**src/rtl/coin_return_dispenser_pkg.sv**
```systemverilog
// Shared definitions for the coin return datapath: coin count, amount width,
// return FSM encodings and the amount type.
package coin_return_dispenser_pkg;

  localparam int kNumCoins  = 3;
  localparam int kTotalBits = 31;

  localparam logic [1:0] kRetIdle     = 2'd0;
  localparam logic [1:0] kRetDispense = 2'd1;
  localparam logic [1:0] kRetDone     = 2'd2;

  typedef logic [kTotalBits-1:0] amount_t;

endpackage

```
**src/rtl/coin_return_dispenser_select.sv**
```systemverilog
// Greedy coin picker: chooses the largest in-stock coin that still fits into
// the remaining amount. Higher index wins because the loop visits it last.
module coin_select_greedy
  import coin_return_dispenser_pkg::*;
(
  input  amount_t                      remaining,
  input  logic    [kNumCoins-1:0]      stock_nz,
  input  amount_t [kNumCoins-1:0]      coin_value,
  output logic                         found,
  output logic    [kNumCoins-1:0]      sel_onehot
);

  always_comb begin
    found      = 1'b0;
    sel_onehot = '0;
    for (int k = 0; k < kNumCoins; k++) begin
      if (stock_nz[k] && (coin_value[k] <= remaining)) begin
        found         = 1'b1;
        sel_onehot    = '0;
        sel_onehot[k] = 1'b1;
      end
    end
  end

endmodule

```
**src/rtl/coin_return_dispenser.sv**
```systemverilog
// Change-return engine: pays a latched amount out one coin per cycle, largest
// coin first, tracking per-coin stock and reporting any unpayable remainder.
module coin_return_dispenser
  import coin_return_dispenser_pkg::*;
#(
  parameter int COIN0_VALUE = 100,
  parameter int COIN1_VALUE = 500,
  parameter int COIN2_VALUE = 1000,
  parameter int INIT_STOCK  = 8,
  parameter int STOCK_BITS  = 8
) (
  input  logic                 clk,
  input  logic                 reset,
  input  logic [kNumCoins-1:0] i_input_coin,
  input  logic                 i_trigger_return,
  input  amount_t              i_return_amount,
  output logic [kNumCoins-1:0] o_return_coin,
  output logic                 o_busy,
  output logic                 o_done,
  output amount_t              o_shortfall
);

  localparam logic [STOCK_BITS-1:0] kStockInit = STOCK_BITS'(INIT_STOCK);
  localparam logic [STOCK_BITS-1:0] kStockMax  = '1;

  logic [1:0]            state_q, state_d;
  amount_t               remaining_q, remaining_d;
  amount_t               shortfall_q, shortfall_d;
  logic [kNumCoins-1:0]  ret_coin_q, ret_coin_d;
  logic [STOCK_BITS-1:0] stock_q [kNumCoins];
  logic [STOCK_BITS-1:0] stock_d [kNumCoins];

  amount_t [kNumCoins-1:0] coin_value;
  logic    [kNumCoins-1:0] stock_nz;
  logic    [kNumCoins-1:0] sel_onehot;
  logic                    sel_found;
  logic                    dispensing;
  amount_t                 sel_value;

  assign coin_value = {amount_t'(COIN2_VALUE), amount_t'(COIN1_VALUE),
                       amount_t'(COIN0_VALUE)};

  always_comb begin
    for (int k = 0; k < kNumCoins; k++) begin
      stock_nz[k] = (stock_q[k] != '0);
    end
  end

  coin_select_greedy u_select (
    .remaining  (remaining_q),
    .stock_nz   (stock_nz),
    .coin_value (coin_value),
    .found      (sel_found),
    .sel_onehot (sel_onehot)
  );

  assign dispensing = (state_q == kRetDispense) && sel_found;

  always_comb begin
    sel_value = '0;
    for (int k = 0; k < kNumCoins; k++) begin
      if (sel_onehot[k]) sel_value = sel_value | coin_value[k];
    end
  end

  always_comb begin
    state_d     = state_q;
    remaining_d = remaining_q;
    shortfall_d = shortfall_q;
    ret_coin_d  = '0;
    case (state_q)
      kRetIdle: begin
        if (i_trigger_return) begin
          remaining_d = i_return_amount;
          shortfall_d = '0;
          state_d     = (i_return_amount == '0) ? kRetDone : kRetDispense;
        end
      end
      kRetDispense: begin
        if (sel_found) begin
          ret_coin_d  = sel_onehot;
          remaining_d = remaining_q - sel_value;
        end else begin
          shortfall_d = remaining_q;
          state_d     = kRetDone;
        end
      end
      default: state_d = kRetIdle;
    endcase
  end

  // A deposit and an ejection of the same coin in one cycle cancel out.
  always_comb begin
    for (int k = 0; k < kNumCoins; k++) begin
      stock_d[k] = stock_q[k];
      if (i_input_coin[k] && !(dispensing && sel_onehot[k])) begin
        if (stock_q[k] != kStockMax) stock_d[k] = stock_q[k] + 1'b1;
      end else if (!i_input_coin[k] && dispensing && sel_onehot[k]) begin
        stock_d[k] = stock_q[k] - 1'b1;
      end
    end
  end

  always_ff @(posedge clk or posedge reset) begin
    if (reset) begin
      state_q     <= kRetIdle;
      remaining_q <= '0;
      shortfall_q <= '0;
      ret_coin_q  <= '0;
      for (int k = 0; k < kNumCoins; k++) stock_q[k] <= kStockInit;
    end else begin
      state_q     <= state_d;
      remaining_q <= remaining_d;
      shortfall_q <= shortfall_d;
      ret_coin_q  <= ret_coin_d;
      for (int k = 0; k < kNumCoins; k++) stock_q[k] <= stock_d[k];
    end
  end

  assign o_return_coin = ret_coin_q;
  assign o_busy        = (state_q == kRetDispense);
  assign o_done        = (state_q == kRetDone);
  assign o_shortfall   = shortfall_q;

endmodule

```
**config.mk**
```make
export PLATFORM = sky130hd
export DESIGN_NAME = coin_return_dispenser
export DESIGN_NICKNAME = d
export VERILOG_FILES = /design/src/rtl/coin_return_dispenser_pkg.sv /design/src/rtl/coin_return_dispenser_select.sv /design/src/rtl/coin_return_dispenser.sv
export SDC_FILE = /design/constraint.sdc
export NUM_CORES = 1
export LEC_CHECK = 0
export CELL_PAD_IN_SITES_DETAIL_PLACEMENT = 1
export CELL_PAD_IN_SITES_GLOBAL_PLACEMENT = 1
export CORE_ASPECT_RATIO = 0.6
export CORE_MARGIN = 2
export CORE_UTILIZATION = 45
export CTS_CLUSTER_SIZE = 10
export DETAILED_ROUTE_END_ITERATION = 7
export MAX_ROUTING_LAYER = met4
export PLACE_DENSITY = 0.83
export SYNTH_ARGS = -nofsm -noshare
export SYNTH_HDL_FRONTEND = slang
export SYNTH_HIERARCHICAL = 1
export SYNTH_SLANG_ARGS = --single-unit
```
**constraint.sdc**
```tcl
create_clock -name clk -period 5.5 [get_ports clk]
set_clock_uncertainty 0.15 [all_clocks]
set_input_delay 1.1 -clock clk [delete_from_list [all_inputs] [get_ports clk]]
set_output_delay 1.1 -clock clk [all_outputs]
set_load 0.05 [all_outputs]
```
**Word level (Yosys, flattened, before mapping)**

Cells that the tools add are included.
Widths: inputs -> output; s select.

- Word-level logic and storage cells: 95
- Output and inout bits: 36
- Input bits: 37
- Register bits: 91

- Mux-type cells: 30
- Eq/ne operators: 11
- Reductions and logical operators: 37
- Magnitude comparators: 3
- Add/sub/neg operators: 7

Operators by type and width:

| cell | count |
|---|---|
| $mux 31 | 4 |
| $pmux 31 s2 | 2 |
| $mux 8 | 9 |
| $le 10x31->1 const A | 1 |
| $le 7x31->1 const A | 1 |
| $le 9x31->1 const A | 1 |
| $logic_not 31->1 | 1 |
| $sub 31x31->31 | 1 |
| $add 8x1->8 const B | 3 |
| $ne 8x8->1 const B | 3 |
| $reduce_bool 8->1 | 3 |
| $sub 8x1->8 const B | 3 |
| $logic_and 1x1->1 | 16 |
| $mux 10 | 1 |
| $mux 3 | 3 |
| $mux 9 | 1 |
| $mux 2 | 4 |
| $ne 2x1->1 const B | 4 |
| $reduce_and 2->1 | 4 |
| $reduce_bool 2->1 | 4 |
| $mux 7 | 1 |
| $logic_not 1->1 | 6 |
| $reduce_and 3->1 | 2 |
| $mux 1 | 4 |
| 5 further kinds | 6 |

**Depth between registers and ports, before layout**

Gate-level depths: netlist (run 1).

- Depth after elaboration: 11
- Depth in mapped cells: 19
- Depth with buffers taken out: 18

**Modules after synthesis**

Netlist (run 1), hierarchy kept.

Modules (own cells, without submodules):

| module | seq. area each (um^2) | area each (um^2) | cells an instance | times used |
|---|---|---|---|---|
| coin_return_dispenser | 2280.9 | 5584.1 | 641 | 1 |
| coin_select_greedy | 0.0 | 2182.1 | 283 | 1 |

**Worst setup path before layout (run 1)**

OpenSTA, ideal clock, no wires.

- Kind: register -> register
- Start: register remaining_q[10]
- End: register remaining_q[14]
- Stages on the path, launching flop included: 19
- Data arrival time: 4.121 ns
- Slack: 1.103 ns
- Cell sequence: dfrtp_1 inv_1 ha_1 a21oi_1 o21ai_0 a221oi_1 a21oi_1 a21oi_1 nor2_1 inv_1 nand2_1 ha_1 fa_1 nor2b_1 nor2_1 o2111ai_1 a21oi_2 and4_1 a311o_1

- Elaborated cells between the ends (all ways): 20
- Those cells by class: add/sub (1); order compare (3); eq/ne (1); mux (11); reduce/logical (4)

RTL lines:

| what | RTL line | RTL |
|---|---|---|
| from (decl) | coin_return_dispenser.sv:27 | `amount_t remaining_q, remaining_d;` |
| from (signal assigned) | coin_return_dispenser.sv:113 | `remaining_q <= remaining_d;` |
| $le 10x31->1 | coin_return_dispenser_select.sv:17 | `if (stock_nz[k] && (coin_value[k] <= remaining)) begin` |
| $logic_and 1x1->1 | coin_return_dispenser_select.sv:17 |  |
| $mux 3 | coin_return_dispenser_select.sv:17 |  |
| via sel_onehot[2] | coin_return_dispenser.sv:35 | `logic [kNumCoins-1:0] sel_onehot;` |
| $mux 10 | coin_return_dispenser.sv:62 | `if (sel_onehot[k]) sel_value = sel_value \| coin_value[k];` |
| $sub 31x31->31 | coin_return_dispenser.sv:82 | `remaining_d = remaining_q - sel_value;` |
| $mux 31 | coin_return_dispenser.sv:80 | `if (sel_found) begin` |
| $pmux 31 s2 | coin_return_dispenser.sv:71 | `case (state_q)` |

The timed path passes the listed nets, and every way through them passes these cells. The select of a mux whose other input is x is not followed.
A chain may end at the register's enable or synchronous reset.

**Worst setup path after layout (run 1)**

- Start: register remaining_q[6]
- End: register stock_q[23] (netlist name)

- Longest elaborated chain between the ends: 11
- Elaborated cells between the ends (all ways): 22
- Those cells by class: order compare (3); eq/ne (1); mux (7); reduce/logical (11)

Ends and longest elaborated chain:

| what | RTL line | RTL |
|---|---|---|
| $le 7x31->1 | coin_return_dispenser_select.sv:17 |  |
| $logic_and 1x1->1 | coin_return_dispenser_select.sv:17 |  |
| $mux 1 (2 in series) | coin_return_dispenser_select.sv:17 |  |
| $mux 1 (*) | coin_return_dispenser_select.sv:17 |  |
| via sel_found | coin_return_dispenser.sv:36 | `logic sel_found;` |
| $logic_and 1x1->1 (*) | coin_return_dispenser.sv:57 | `assign dispensing = (state_q == kRetDispense) && sel_found;` |
| $logic_and 1x1->1 | coin_return_dispenser.sv:96 | `if (i_input_coin[k] && !(dispensing && sel_onehot[k])) begin` |
| $logic_not 1->1 | coin_return_dispenser.sv:96 |  |
| $logic_and 1x1->1 | coin_return_dispenser.sv:96 |  |
| $ne 2x1->1 (no source line) or $reduce_bool 2->1 (tied branches) | n/a |  |
| $reduce_and 2->1 (no source line) | n/a |  |
| to (decl) | coin_return_dispenser.sv:30 | `logic [STOCK_BITS-1:0] stock_q [kNumCoins];` |

Mark *: on every way through the listed nets, which the timed path passes. The rest lies on a longest branch.

==> summary.md, run 1 <==
| Metric | Value |
|---|---|
| First-pass DRT Iterations | 5 |
| Kind of critical path | flip-flop to flip-flop |
| Via count | 7675 |
| Post-Syn Instances | 924 |
| Hold Slack | 0.326 ns |
| CTS root buf | clkbuf_16 |
| Sequential cell area fraction in the yosys report | approximately 29% |
| Residual DRC count | 0 |
| Final Max Tran Viols | 0 |
| Finished Layout Cells | ~1300 |
| Crit path largest cell delay | 0.60 ns |
| Die Y | 106 um |
| Synthesis-to-layout area growth | 20.4% |
| Initial DRC count | 626 |
| Asr flop ratio synth | 100% |
| Worst setup EP type | flip-flop |
| Post-synth top cells | nand2_1, ha_1, dfrtp_1 |
| HP Class | flip-flop to flip-flop |
| First-pass GRT wire length | 42300 um |
| Clock Path Buffers | 2 |
| Number of stages on the worst setup path | 18 |
| Vias per cell | 5.84 |
| Post-route ant nets | 0 |
| IO Port Bufs | 72 |
| Grt ovf | 0 |
| Num rows | 37 |
| WP data arrival | 5.39 ns |
| Tcrit/Tclk final | 95.4% |
| Least-Margin Pin Slew | 1.11 ns |
| F_max | 0.191 GHz |
| Worst setup path startpoint | remaining_q[6]$_DFFE_PP0P_ |
| Routed len/inst | between 15 and 20 um |
| Hold path depth | 2 |
| Mapped Area | 0.00777 mm2 |
| Global Route Usage Sum | 30.2% |
| Comb power frac | 67.1% |
| CP max-delay cell | dfrtp_1 |
| PD cells | 658 mW/mm2 |
| Mapped Avg Cell Area | between 8 and 9 um2 |
| CP required | roughly 5.6 ns |
| Vias in the first global route | 7580 |
| Power share of the sequential group | 22.8% |
| Worst path buffer plus inverter count | 1 |
| Hold_sp | o_shortfall[3]$_DFFE_PP0P_ |
| Count of different cell masters after synthesis | 79 |
| Crit start category | flip-flop |
| Status | complete, no violations |
| Gp weighted congestion | slightly below 1 |
| Fin. Hold Viols | 0 |
| Max Cap Viol | 0 |
| Min setup slack post-route | around 0.25 ns |
| Maximum VDD drop | 0.000476 V |
| Crit path max-delay family | simple AND/OR/NAND/NOR gates |
| Critical-path cell list | inv_1 -> ha_1 -> nand4_1 -> nor4_1 -> nand2b_1 -> a21oi_1 -> a21oi_1 -> nand3b_1 -> and3b_1 -> nand2_1 -> nand2_1 -> ha_1 -> a21oi_1 -> nor2b_1 -> o31a_1 -> o41ai_1 -> mux2i_1 -> xor2_1 |
| Yosys warns | 6 |
| Slew HR | approximately 26% |
| #FFs+latches synth | 91 |
| Core footprint | 0.0170 mm2 |
| CTS Buf Count | 9 |
| Hold_buf cts | 0 |
| Psw | approximately 3.3 mW |
| Initial antenna violation count | 0 |
| Die Wd | 174 um |
| Worst skew pair latency | 0.36 ns |
| Reg2reg setup slack | between 0.2 and 0.3 ns |
| H-tree depth | 3 |
| Setup WS pre-CTS | a little under 0.5 ns |
| Static Leakage | 4.29 nW |
| Cell accounting for the most synthesized area | dfrtp_1 |
| Largest net degree at the start of global routing | between 60 and 70 |
| Int Pwr | 2.86 mW |
| Setup TNS | 0 ns |
| Nets | 1232 |
| Post-DP HPWL | 20400 um |
| Synth area leaders | dfrtp_1, ha_1, nand2_1 |
| CTS tree | done |
| Crit path top cell by count | a21oi_1 |
| Endpoints failing setup | 0 |
| Final min period | 5.25 ns |
| Count leader, synth | nand2_1 |
| Initial Utilization | a little under half |
| Hold endpoint | o_shortfall[3]$_DFFE_PP0P_ |
| FF-to-FF path depth | 18 |
| Critical R2R Capture | stock_q[23]$_DFFE_PP0P_ |
| Top_reg_cell synth | dfrtp_1 |
| Inst Count DP | 1299 |
| Ports | 73 |
| Post-synth top area share | around 28% |
| Switch share | 53.5% |
| # diodes | 0 |
| Die area | 0.0184 mm2 |
| Worst-path clk slew | 0.08 ns |
| Share of layout cells above drive strength 1 | around 5.8% |
| RSZ-0062 raised after global routing | false |
| Tot Pwr | 6.16 mW |
| Worst r2r src | remaining_q[6]$_DFFE_PP0P_ |
| EDFF count, synth | 0 |
| CP Max Fanout | 12 |
| Routed Wire Length | 26000 um |
| CTS sink cnt | 91 |
| Part of the power in the clock network | 10.1% |
[per-stage QoR]
step	instance area [um2]	utilization, %
2_1_floorplan	8110	-
5_1_grt	9350	54.9
6_report	9350	54.9
3_5_place_dp	9060	53.2
3_3_place_gp	9060	53.2
4_1_cts	9350	54.9
[worst reg2reg max path, cell delays in order (launching register included)]
cell and delay (ns):
dfrtp_1 0.60, inv_1 0.17, ha_1 0.34, nand4_1 0.17, nor4_1 0.41, nand2b_1 0.16
a21oi_1 0.04, a21oi_1 0.29, nand3b_1 0.26, and3b_1 0.39, nand2_1 0.24, nand2_1 0.31
ha_1 0.29, a21oi_1 0.14, nor2b_1 0.08, o31a_1 0.25, o41ai_1 0.43, mux2i_1 0.28
xor2_1 0.16
[metal layers]
metal	global-route usage [%]	routed length [um]	vias to the layer above
met5	-	0	-
met4	4.68	259	0
met3	5.70	1760	36
met2	43.2	11000	280
met1	44.9	13000	3739
li1	-	-	3620
[worst max-delay path by stage]
stage | endpoint | slack, ns
6_report | stock_q[23]$_DFFE_PP0P_ | 0.25
5_1_grt | stock_q[7]$_DFFE_PP0P_ | 0.004
4_1_cts | stock_q[23]$_DFFE_PP0P_ | 0.36
3_5_place_dp | stock_q[23]$_DFFE_PP0P_ | 0.48
3_3_place_gp | stock_q[23]$_DFFE_PP0P_ | 0.46
2_1_floorplan | remaining_q[14]$_DFFE_PP0P_ | 1.10
[kinds of logic after synthesis]
family / share of synthesized area [%]
DFF: 29.4
other: 0.0967
xor gates and xnor gates: 2.48
adders and majority gates: 19.6
buffers and inverters: 4.27
AOI/OAI and AO/OA: 20.6
and+or+nand+nor: 21.7
muxes: 1.93
[power groups by stage]
stage          Clock, mW  Sequential, mW  Combinational (mW)
2_1_floorplan          0            1.64                2.55
3_3_place_gp           0            1.39                3.87
3_5_place_dp           0            1.40                3.97
4_1_cts            0.633            1.40                4.03
5_1_grt            0.656            1.45                4.55
6_report           0.624            1.40                4.13
[cell type report]
type	instances	area (um2)
inverters	51	194
repair buffers	82	796
clock inverters	7	62.6
flip-flops and latches	91	2280
well taps	234	293
multi-input cells	841	5500
fillers	2104	7680
clock buffers	9	225
[repair_timing]
item	in CTS	in global routing
resized for setup	0	1
setup buffers	0	0
setup endpoints to repair	0	3
[cell usage in the layout, fill, tap and decap left out, types with 12 or more instances in the layout]
cell,count
a31oi_1,13
inv_1,49
a21oi_1,65
nor3_1,20
nor4_1,19
dfrtp_1,88
clkdlybuf4s50_1,72
o211ai_1,13
nand2_1,130
nand3_1,16
conb_1,93
ha_1,115
xor2_1,12
o21ai_0,69
nor2_1,72
nand4_1,31
[registers in the layout, indices dropped and copies added, names as in the netlist]
register       flops
o_shortfall       31
state_q            2
stock_q           24
o_return_coin      3
remaining_q       31
No activity file was read; power rests on OpenSTA's default activity.
==> inputs of run 2 (changes only) <==
--- a/config.mk
+++ b/config.mk
@@ -9,11 +9,12 @@
 export CELL_PAD_IN_SITES_GLOBAL_PLACEMENT = 1
 export CORE_ASPECT_RATIO = 0.6
 export CORE_MARGIN = 2
-export CORE_UTILIZATION = 45
+export CORE_UTILIZATION = 35
 export CTS_CLUSTER_SIZE = 10
 export DETAILED_ROUTE_END_ITERATION = 7
 export MAX_ROUTING_LAYER = met4
-export PLACE_DENSITY = 0.83
+export PLACE_DENSITY = 0.68
+export SLEW_MARGIN = 10
 export SYNTH_ARGS = -nofsm -noshare
 export SYNTH_HDL_FRONTEND = slang
 export SYNTH_HIERARCHICAL = 1
==> summary.md, run 2 (synthesis results as in run 1) <==
| Metric | Value |
|---|---|
| Psw | ~3.2 mW |
| Reg2reg setup slack | 0.36 ns |
| Fin. Hold Viols | 0 |
| Crit start category | flip-flop |
| Final min period | 5.14 ns |
| Gp weighted congestion | around 0.95 |
| Initial Utilization | 35.4% |
| Clock Path Buffers | 2 |
| Switch share | 51.8% |
| Core footprint | 0.0219 mm2 |
| Number of fill cells in the layout | around 2600 |
| Inst Count DP | around 1400 |
| Worst-path clk slew | 0.07 ns |
| Max Cap Viol | 0 |
| Worst setup path startpoint | remaining_q[12]$_DFFE_PP0P_ |
| IO Port Bufs | 72 |
| Tcrit/Tclk final | 93.4% |
| Slew HR | 30.9% |
| PD cells | 649 mW/mm2 |
| Routed Wire Length | 25700 um |
| Maximum VDD drop | between 0.0003 and 0.0004 V |
| Least-Margin Pin Slew | a little over 1 ns |
| Post-route ant nets | 0 |
| HP Class | flip-flop to flip-flop |
| CP endpoint | remaining_q[14]$_DFFE_PP0P_ |
| Hold_buf cts | 0 |
| Ports | 73 |
| Die Y | 119 um |
| Vias in the first global route | between 7000 and 8000 |
| F_max | 0.195 GHz |
| Setup WS pre-CTS | 0.366 ns |
| Vias per cell | 5.41 |
| Power share of the sequential group | 22.4% |
| Via count | approximately 7400 |
| First-pass GRT wire length | 41600 um |
| # diodes | 0 |
| Routed len/inst | 18.7 um |
| WP data arrival | 5.23 ns |
| Synthesis-to-layout area growth | 22.9% |
| Num rows | between 40 and 50 |
| CTS tree | done |
| Tot Pwr | 6.19 mW |
| Largest net degree at the start of global routing | 64 |
| Setup TNS | 0 ns |
| Initial antenna violation count | 0 |
| CP required | 5.60 ns |
| Residual DRC count | 0 |
| Kind of critical path | flip-flop to flip-flop |
| Worst skew pair latency | 0.36 ns |
| Endpoints failing setup | 0 |
| CTS root buf | clkbuf_16 |
| CP Max Fanout | 9 |
| Int Pwr | between 2 and 3 mW |
| Critical R2R Capture | remaining_q[14]$_DFFE_PP0P_ |
| Min setup slack post-route | ~0.36 ns |
| CTS sink cnt | 91 |
| FF-to-FF path depth | 18 |
| RSZ-0062 raised after global routing | false |
| First-pass DRT Iterations | 4 |
| H-tree depth | 3 |
| Post-DP HPWL | about 20000 um |
| Initial DRC count | 446 |
| Share of layout cells above drive strength 1 | 6.69% |
| Worst r2r src | remaining_q[12]$_DFFE_PP0P_ |
| Static Leakage | 4.36 nW |
| Finished Layout Cells | 1377 |
| Worst setup EP type | flip-flop |
| Part of the power in the clock network | 11.6% |
| Status | complete, no violations |
| Die Wd | 196 um |
| Nets | 1243 |
| Most common cell after layout, fill and taps aside | nand2_1 |
| Grt ovf | 0 |
| Die area | 0.0234 mm2 |
| CTS Buf Count | 9 |
| Comb power frac | 66.0% |
| Global Route Usage Sum | a little under a quarter |
| Final Max Tran Viols | 0 |
| Commonest non-fill, non-tap cells in the layout | nand2_1, ha_1, conb_1 |
-- run 2: changes by cell type in the layout (fill, tap and decap cells not counted), sizes merged --
cell | previous run | this run
clkinv | 4 | 2
clkbuf | 9 | 10
buf | 10 | 21
clkinvlp | 2 | 1
bufinv | 0 | 2
inv | 52 | 51
-- run 2: critical path, cell delays in order, from the launching register on --
cell and delay (ns):
dfrtp_1 0.51, inv_1 0.20, ha_1 0.19, nand4_1 0.20
nor4_1 0.52, nand4_1 0.16, a21boi_0 0.16, o31a_1 0.18
nor3b_2 0.42, inv_1 0.17, nand2_1 0.10, ha_1 0.18
fa_1 0.20, nor2b_1 0.10, o31ai_1 0.35, o2111ai_1 0.29
a21oi_2 0.46, a31oi_1 0.16, a311o_1 0.33
-- run 2: how the worst min path moves through the flow --
stage	startpoint	end	slack, ns	cells past startpoint
2_1_floorplan	stock_q[7]$_DFFE_PP0P_	stock_q[7]$_DFFE_PP0P_	0.31	1
3_3_place_gp	o_shortfall[5]$_DFFE_PP0P_	o_shortfall[5]$_DFFE_PP0P_	0.31	2
3_5_place_dp	o_shortfall[5]$_DFFE_PP0P_	o_shortfall[5]$_DFFE_PP0P_	0.32	2
4_1_cts	o_shortfall[5]$_DFFE_PP0P_	o_shortfall[5]$_DFFE_PP0P_	0.34	2
5_1_grt	o_shortfall[5]$_DFFE_PP0P_	o_shortfall[5]$_DFFE_PP0P_	0.37	2
6_report	o_shortfall[12]$_DFFE_PP0P_	o_shortfall[12]$_DFFE_PP0P_	0.33	2
-- run 2: layout make-up --
cell class | instances | area [um2] | area share (%)
multi-input cells | 841 | 5510 | 57.7
flip-flops and latches | 91 | 2280 | 23.9
repair buffers | 93 | 878 | 9.21
well taps | 286 | 358 | 3.75
clock buffers | 10 | 239 | 2.50
inverters | 51 | 194 | 2.03
clock inverters | 5 | 85.1 | 0.892
-- run 2: timing repair --
item                                    4_1_cts  5_1_grt
buffers inserted                              0        0
endpoints found under the setup margin        0        3
gates resized for setup                       0        1
-- run 2: routing by layer --
layer	part of all wire (%)	vias up	global-route usage, %
met5	0	-	-
met4	0.73	0	3.41
met3	5.2	10	4.76
met2	41	169	33.3
met1	53	3621	35.0
li1	-	3649	-
-- run 2: power by group through the flow --
| stage | clock network (mW) | logic [mW] | registers, mW |
|---|---|---|---|
| final | 0.718 | 4.09 | 1.39 |
| after global routing | 0.757 | 4.57 | 1.44 |
| after CTS | 0.731 | 4.04 | 1.39 |
| after detailed placement | 0 | 4.01 | 1.39 |
| after global placement | 0 | 3.95 | 1.39 |
| after floorplan | 0 | 2.55 | 1.64 |
-- run 2: through the flow --
stage,area (um2),utilization (%),hold slack [ns]
after global routing,9540,43.5,0.368
after detailed placement,9210,42.0,0.321
final,9540,43.5,0.333
after CTS,9540,43.5,0.337
after floorplan,8110,-,0.313
after global placement,9210,42.0,0.314
